### src/rtl/core_fetch.sv
`default_nettype none
// ============================================================================
// Module   : core_fetch
// Purpose  : single-outstanding instruction fetch with one-entry output buffer
// Revision : 1.0
// ============================================================================
module core_fetch #(
    parameter logic [31:0] RESET_PC = 32'h0000_0000
) (
    input  logic        clk,
    input  logic        rst,
    output logic        imem_req_valid,
    output logic [31:0] imem_req_addr,
    input  logic        imem_req_ready,
    input  logic        imem_rsp_valid,
    input  logic [31:0] imem_rsp_data,
    output logic        inst_valid,
    output logic [31:0] inst_o,
    output logic [31:0] inst_pc_o,
    input  logic        inst_ready,
    input  logic        redirect_i,
    input  logic [31:0] redirect_pc_i,
    output logic [31:0] fetch_count_o
);

    typedef enum logic [1:0] {
        REQ  = 2'd0,
        WAIT = 2'd1,
        HOLD = 2'd2
    } state_t;

    state_t      state;
    logic [31:0] pc;
    logic        drop;
    logic [31:0] inst_buf;
    logic [31:0] pc_buf;
    logic [31:0] fetch_count;
    logic [31:0] target;

    assign target = redirect_pc_i & ~32'h0000_0003;

    always_ff @(posedge clk) begin
        if (rst) begin
            state       <= REQ;
            pc          <= RESET_PC;
            drop        <= 1'b0;
            inst_buf    <= 32'h0;
            pc_buf      <= 32'h0;
            fetch_count <= 32'h0;
        end else begin
            case (state)
                REQ: begin
                    if (imem_req_ready) begin
                        state  <= WAIT;
                        pc_buf <= pc;
                        // request for the old pc is already out; its word must be discarded
                        if (redirect_i) drop <= 1'b1;
                    end
                    if (redirect_i) pc <= target;
                end
                WAIT: begin
                    if (imem_rsp_valid) begin
                        if (redirect_i) begin
                            pc    <= target;
                            drop  <= 1'b0;
                            state <= REQ;
                        end else if (drop) begin
                            drop  <= 1'b0;
                            state <= REQ;
                        end else begin
                            inst_buf <= imem_rsp_data;
                            pc       <= pc_buf + 32'd4;
                            state    <= HOLD;
                        end
                    end else if (redirect_i) begin
                        pc   <= target;
                        drop <= 1'b1;
                    end
                end
                HOLD: begin
                    if (inst_ready) begin
                        fetch_count <= fetch_count + 32'd1;
                        state       <= REQ;
                    end
                    if (redirect_i) begin
                        pc    <= target;
                        state <= REQ;
                    end
                end
                default: state <= REQ;
            endcase
        end
    end

    // Outputs are forced to their idle values while reset is held.
    assign imem_req_valid = (state == REQ) && !rst;
    assign imem_req_addr  = rst ? RESET_PC : pc;
    assign inst_valid     = (state == HOLD) && !rst;
    assign inst_o         = rst ? 32'h0 : inst_buf;
    assign inst_pc_o      = rst ? 32'h0 : pc_buf;
    assign fetch_count_o  = rst ? 32'h0 : fetch_count;

endmodule
`default_nettype wire

### config.mk
export PLATFORM = sky130hd
export DESIGN_NAME = core_fetch
export DESIGN_NICKNAME = d
export VERILOG_FILES = /design/src/rtl/core_fetch.sv
export SDC_FILE = /design/constraint.sdc
export NUM_CORES = 1
export LEC_CHECK = 0
export BUFFER_PORTS_ARGS = -buffer_cell sky130_fd_sc_hd__buf_2
export CAP_MARGIN = 5
export CORE_MARGIN = 4
export CORE_UTILIZATION = 47
export DETAILED_ROUTE_END_ITERATION = 8
export GPL_TIMING_DRIVEN = 1
export PLACE_DENSITY = 0.76
export SKIP_LAST_GASP = 1
export SYNTH_ARGS = -nofsm -noshare
export SYNTH_HDL_FRONTEND = slang
export SYNTH_SLANG_ARGS = --single-unit
### constraint.sdc
create_clock -name clk -period 2 [get_ports clk]
set_input_delay 0.3 -clock clk [delete_from_list [all_inputs] [get_ports clk]]
set_output_delay 0.3 -clock clk [all_outputs]
set_load 0.01 [all_outputs]
==> results of run 1 <==
-- layout make-up --
cell class | instances | area [µm²]
multi-input combinational | 708 | 4000
inverter | 9 | 33.8
tap | 180 | 225
timing repair buffer | 268 | 1590
sequential | 131 | 2630
clock inverter | 6 | 80.1
fill | 1261 | 5020
clock buffer | 24 | 472
-- synth_stat cells (3+ instances only) --
cell,number,share of area (%)
nand2_1,161,8.8
dfxtp_1,131,38
nor2b_1,125,11
a21oi_1,75,5.5
nor2_1,65,3.6
clkbuf_1,54,3.0
o21ai_0,36,2.6
xor2_1,33,4.2
nand3_1,30,2.2
nand4_1,20,1.8
and3_1,13,1.2
nor3_1,13,0.95
nor4_1,12,1.1
a22oi_1,11,1.2
and2_1,10,0.91
inv_1,9,0.49
o22ai_1,9,0.82
xnor2_1,9,1.2
nand2b_1,8,0.73
or3_1,8,0.73
a211oi_1,7,0.77
and4_1,7,0.90
o22a_1,5,0.64
a31oi_1,4,0.37
buf_1,4,0.22
o31a_1,4,0.51
a21boi_0,3,0.33
o31ai_1,3,0.33
-- state kept, by name (all words and copies together) (netlist names) --
name         count
inst_buf        32
state            2
drop             1
fetch_count     32
pc_buf          32
pc              32
-- final timing paths --
check	startpoint	to	slack (ns)	cells past startpoint
worst max-delay path	fetch_count[3]	fetch_count[31]	0.04	5
worst min-delay path	redirect_pc_i[25]	pc[25]	0.11	3
worst max register to register	fetch_count[3]	fetch_count[31]	0.04	5
worst min register to register	inst_buf[4]	inst_buf[4]	0.45	2
-- worst reg2reg max path, cell delays in order, from the launching register on --
cell and delay, ns:
dfxtp_4 0.38, nand4_4 0.12, or4_4 0.54, or3_4 0.36, nor3_4 0.13, mux2_4 0.31
-- routing by layer --
metal,wire [µm],GRT usage [%],vias up
met4,497,9.02,2
li1,-,-,3561
met3,2060,8.01,47
met5,13,0,-
met2,9300,38.4,329
met1,8660,31.7,3309
-- power breakdown --
part / switching [mW] / internal [mW]
sequential: 0.0843 / 2.71
clock: 1.08 / 1.88
combinational: 0.402 / 0.301
total: 1.57 / 4.88
-- per-stage QoR --
stage / setup slack [ns] / total power, mW / cell area, µm²
6_report: 0.0447 / 6.45 / 9030
5_1_grt: -0.00273 / 6.70 / 9030
4_1_cts: 0.0379 / 6.47 / 9010
3_5_place_dp: 0.0273 / 3.53 / 8460
3_3_place_gp: 0.0381 / 3.53 / 8460
2_1_floorplan: -0.0331 / 3.22 / 6870
-- kinds of logic (layout without fill, tap and decap cells) --
kind of cell	Yosys count	count (layout)	synth area share [%]
compound gates	176	176	15.5
xor+xnor	42	42	5.38
fa+ha+maj	2	2	0.366
buf+inv	68	307	3.84
flops	131	131	38.3
mux	4	4	0.622
simple gates	484	484	36.0
-- repair_timing --
item	in CTS	in global routing
endpoints found under the setup margin	0	1
endpoints found under the hold margin	0	0
gates resized for setup	0	2
setup buffers	0	1
==> impl_metrics.tcl, run 1 <==
set metrics [dict create \
    worstPathArrival_ns 2.26 \
    die_y_um 129 \
    path_cells "nand4_4, or4_4, or3_4, nor3_4, mux2_4" \
    syn_area_um2 6840 \
    synth_edf_count 0 \
    path_max_fanout 5 \
    cp_top_family "simple AND/OR/NAND/NOR gates" \
    finClkSkew_ns 0.00964 \
    grt_max_degree 52 \
    start_util_pct 48.7 \
    fmax_mhz 511 \
    max_stage_delay_ns 0.54 \
    fp.coreArea_um2 14000 \
    drc 0 \
    cts_max_path_buffers 2 \
    critPathBufInv 0 \
    postRouteAntennaNets 0 \
    worstPathRequired_ns 2.31 \
    final_cell_mix "buf_2 (196), nand2_1 (161), dfxtp_1 (126)" \
    clkSlewWorstSetupHoldPaths_ns 0.06 \
    insertion_delay_ns 0.42 \
    via_per_inst 5.47 \
    synth_warnings 0 \
    layout.nets 1207 \
    setup_viol 0 \
    synthCells 907 \
    synth.avg_cell_area_um2 7.54 \
    ys_seq_elements 131 \
    p_leak_nw 3.95 \
    synth-async-reset-ratio_pct 0 \
    critPathLaunchType "register" \
    wl_per_cell_um 15.5 \
    slew_viol_final 0 \
    n_antenna_cell 0 \
    netlist-cell-type-count 54 \
    antenna_found_initial 1 \
    hold_class "in2reg" \
    rows 43 \
    root_buffer "clkbuf_16" \
    cts_sinks 131 \
    end_kind "register" \
    die_area_um2 16600 \
    gr-total-overflow 0 \
    final_cells 1326 \
    grt.total_usage_pct 24.6 \
    utilization_pct 64.3 \
    vdd_drop_max_uv 551 \
    final_common_cell "buf_2" \
    maxSlewHeadroom_pct 64.1 \
    totalWireLength_um 20500 \
    p_per_area_nw_per_um2 714 \
    dr.pass1.iters 5 \
    period_minus_slack_ns 1.96 \
    ioPinCount 200 \
    fin_crit_sh_pct 97.8 \
    seq_area_frac_synth_pct 38.3 \
    maxCapViolCount 0 \
    finalWeightedCongestion 0.968 \
    io_buffers 197 \
    postCtsHoldBufs 0 \
    dp_hpwl_um 14900 \
    tightest_slew_ns 0.539 \
    grt_pass1_wl_um 32900 \
    crit_type "reg2reg" \
    slowest_stage "or4_4" \
    vias 7248 \
    outcome "finished clean" \
    htree_levels 4 \
    cts_buffers 17 \
    fin_hold_ws_ns 0.109 \
    hold_violations 0 \
    setup_tns_ns 0 \
    cts_tree "built" \
    die_w_um 129 \
    synthFlopType "dfxtp_1" \
    dp_cells 1295 \
    layout-drive-gt1-share_pct 27.0 \
    syn_nets 979 \
    syn_to_final_growth_pct 31.9 \
    drt_iter0_drc 637 \
    grt_pass1_vias 6762 \
]
Power figures use the tool's default switching activity.
==> run 2, diff against run 1 <==
--- a/config.mk
+++ b/config.mk
@@ -5,13 +5,15 @@
 export SDC_FILE = /design/constraint.sdc
 export NUM_CORES = 1
 export LEC_CHECK = 0
+export ABC_AREA = 1
 export BUFFER_PORTS_ARGS = -buffer_cell sky130_fd_sc_hd__buf_2
 export CAP_MARGIN = 5
+export CORE_ASPECT_RATIO = 1.1
 export CORE_MARGIN = 4
-export CORE_UTILIZATION = 47
+export CORE_UTILIZATION = 48
 export DETAILED_ROUTE_END_ITERATION = 8
 export GPL_TIMING_DRIVEN = 1
-export PLACE_DENSITY = 0.76
+export PLACE_DENSITY = 0.77
 export SKIP_LAST_GASP = 1
 export SYNTH_ARGS = -nofsm -noshare
 export SYNTH_HDL_FRONTEND = slang
==> run 2 against run 1 <==
- register-to-register slack better by 0.11 ns
- clock-buffer cell count shrank 1
- utilization fell by 3.8 points
- sequential cell count unchanged
- design area is 0.80% higher
- fmax is 6.1% higher
- non-clock buffer count down 52
- power grew 4.3%
- synthesized area increased by 7.7%
- global-route usage rose by 0.083 points
- largest cell class unchanged
==> impl_metrics.tcl, run 2 <==
set metrics [dict create \
    outcome "finished clean" \
    synthFlopType "dfxtp_1" \
    rows 47 \
    start_util_pct 48.9 \
    wl_per_cell_um 14.0 \
    hold_class "in2reg" \
    insertion_delay_ns 0.42 \
    rsz0062_at_grt "no" \
    fin_crit_sh_pct 92.2 \
    end_kind "register" \
    maxCapViolCount 0 \
    postRouteAntennaNets 0 \
    grt_max_degree 66 \
    p_leak_nw 4.11 \
    grt_pass1_wl_um 35000 \
    finClkSkew_ns 0.00769 \
    setup_tns_ns 0 \
    syn_area_um2 7370 \
    synth_edf_count 0 \
    fp.coreArea_um2 15100 \
    cts_buffers 17 \
    n_antenna_cell 0 \
    cts_setup_buffers 0 \
    tightest_slew_ns 0.573 \
    die_y_um 138 \
    path_max_fanout 4 \
    p_per_area_nw_per_um2 739 \
    drt_iter0_drc 637 \
    cts_max_path_buffers 2 \
    setup_viol 0 \
    final_cell_mix "nand2_1 (251), nor2_1 (232), buf_2 (196)" \
    finalWeightedCongestion 0.959 \
    seqCellArea_um2 2620 \
    die_area_um2 17400 \
    root_buffer "clkbuf_16" \
    ioPinCount 200 \
    nFillCells 1490 \
    crit_type "reg2reg" \
    die_w_um 126 \
    layout-drive-gt1-share_pct 20.4 \
    worstPathArrival_ns 2.16 \
    postCtsHoldBufs 0 \
    ys_seq_elements 131 \
    grt_pass1_vias 7242 \
    vias 8110 \
    gr-total-overflow 0 \
    yosysTopAreaCellShare_pct 35.6 \
    grt.total_usage_pct 24.6 \
    syn_nets 1264 \
    synth-async-reset-ratio_pct 0 \
    yosysMostFrequentCell "nand2_1" \
    fin_ws_ns 0.157 \
    period_minus_slack_ns 1.84 \
    cts_sinks 131 \
    synth_warnings 0 \
    htree_levels 4 \
    synthCells 1192 \
    synth.avg_cell_area_um2 6.18 \
    layout.nets 1443 \
    via_per_inst 5.13 \
    seq_area_frac_synth_pct 35.6 \
    antenna_found_initial 0 \
    rr_worst_depth 10 \
    synthTopCellsByArea "dfxtp_1 (36%), nand2_1 (13%), nor2_1 (12%)" \
    multi_input_comb_area_um2 3840 \
    totalWireLength_um 22100 \
    slew_viol_final 0 \
    cts_tree "built" \
    post_cts_resized 0 \
    io_buffers 197 \
    clkSlewWorstSetupHoldPaths_ns 0.06 \
    netlist-cell-type-count 45 \
    vdd_drop_max_uv 628 \
    maxSlewHeadroom_pct 61.8 \
    hold_violations 0 \
    worstPathRequired_ns 2.32 \
    syn_to_final_growth_pct 23.5 \
    critPathLaunchType "register" \
    yosysTopAreaCell "dfxtp_1" \
    dp_worst_setup_slack_ns 0.249 \
    dr.pass1.iters 5 \
    drc 0 \
    dp_hpwl_um 16100 \
    min_path_cells 3 \
    synth_common_cells "nand2_1 (252), nor2_1 (232), inv_1 (167), dfxtp_1 (131)" \
    fmax_mhz 543 \
    final_common_cell "nand2_1" \
]
run 2: cell count changes after synthesis, moves of 14 or more:
cell      delta
nand3_1     +14
a21oi_1     +23
buf_2       +19
xor2_1      -21
nand2_1     +91
nor2b_1    -125
inv_1      +158
clkbuf_1    -29
nor2_1     +167
o21ai_0     +62
run 2: cell families after synthesis:
logic type                 share of synthesized area [%]
adders and majority gates                          0.340
xor gates and xnor gates                            1.43
and+or+nand+nor                                     33.4
DFF                                                 35.6
AOI/OAI and AO/OA                                   16.8
buffers and inverters                               12.4
run 2: path summary, 6_finish.rpt:
path | endpoint | start | slack [ns]
worst max-delay path | pc[24] | pc_buf[3] | 0.16
worst min-delay path | pc[8] | redirect_pc_i[8] | 0.11
worst max register to register | pc[24] | pc_buf[3] | 0.16
worst min register to register | pc_buf[1] | pc_buf[1] | 0.45
run 2: worst max-delay path: stages, from the launching register on:
cell and delay, ns:
dfxtp_1 0.40, ha_1 0.23, nand2_1 0.09, nor2_1 0.24, nand2_1 0.17, nor2_1 0.24
nand4_1 0.12, nand3_1 0.11, nand2_1 0.06, nand2_1 0.05, nand2_1 0.04
run 2: layer usage:
layer / track usage, % / vias up / share of wire [%]
li1: - / 4106 / -
met1: 32.8 / 3628 / 43
met2: 40.2 / 326 / 47
met3: 4.43 / 50 / 7.4
met4: 9.12 / 0 / 2.7
met5: 0 / - / 0
run 2: layout make-up:
cell class                 count  share of cell area [%]
clock buffer                  23                    5.25
clock inverter                 9                    1.14
inverter                     174                    7.19
multi-input combinational    831                    42.2
sequential                   131                    28.8
tap                          196                    2.70
timing repair buffer         216                    12.7
run 2: report_power, final:
part | total, mW | internal (mW) | switching [mW]
registers | 2.84 | 2.75 | 0.0974
clock network | 3.08 | 1.93 | 1.15
logic | 0.803 | 0.289 | 0.515
total | 6.73 | 4.96 | 1.77
run 2: through the flow:
stage / util [%] / total power, mW / cells / hold WS (ns) / cell area [µm²]
after floorplan: - / 3.39 / 1192 / 0.430 / 7370
after global placement: 56.6 / 3.68 / 1548 / 0.439 / 8520
after detailed placement: 56.6 / 3.69 / 1548 / 0.444 / 8520
after CTS: 60.4 / 6.76 / 1580 / 0.0940 / 9100
after global routing: 60.4 / 7.00 / 1580 / 0.133 / 9100
final: 60.4 / 6.73 / 1580 / 0.108 / 9100
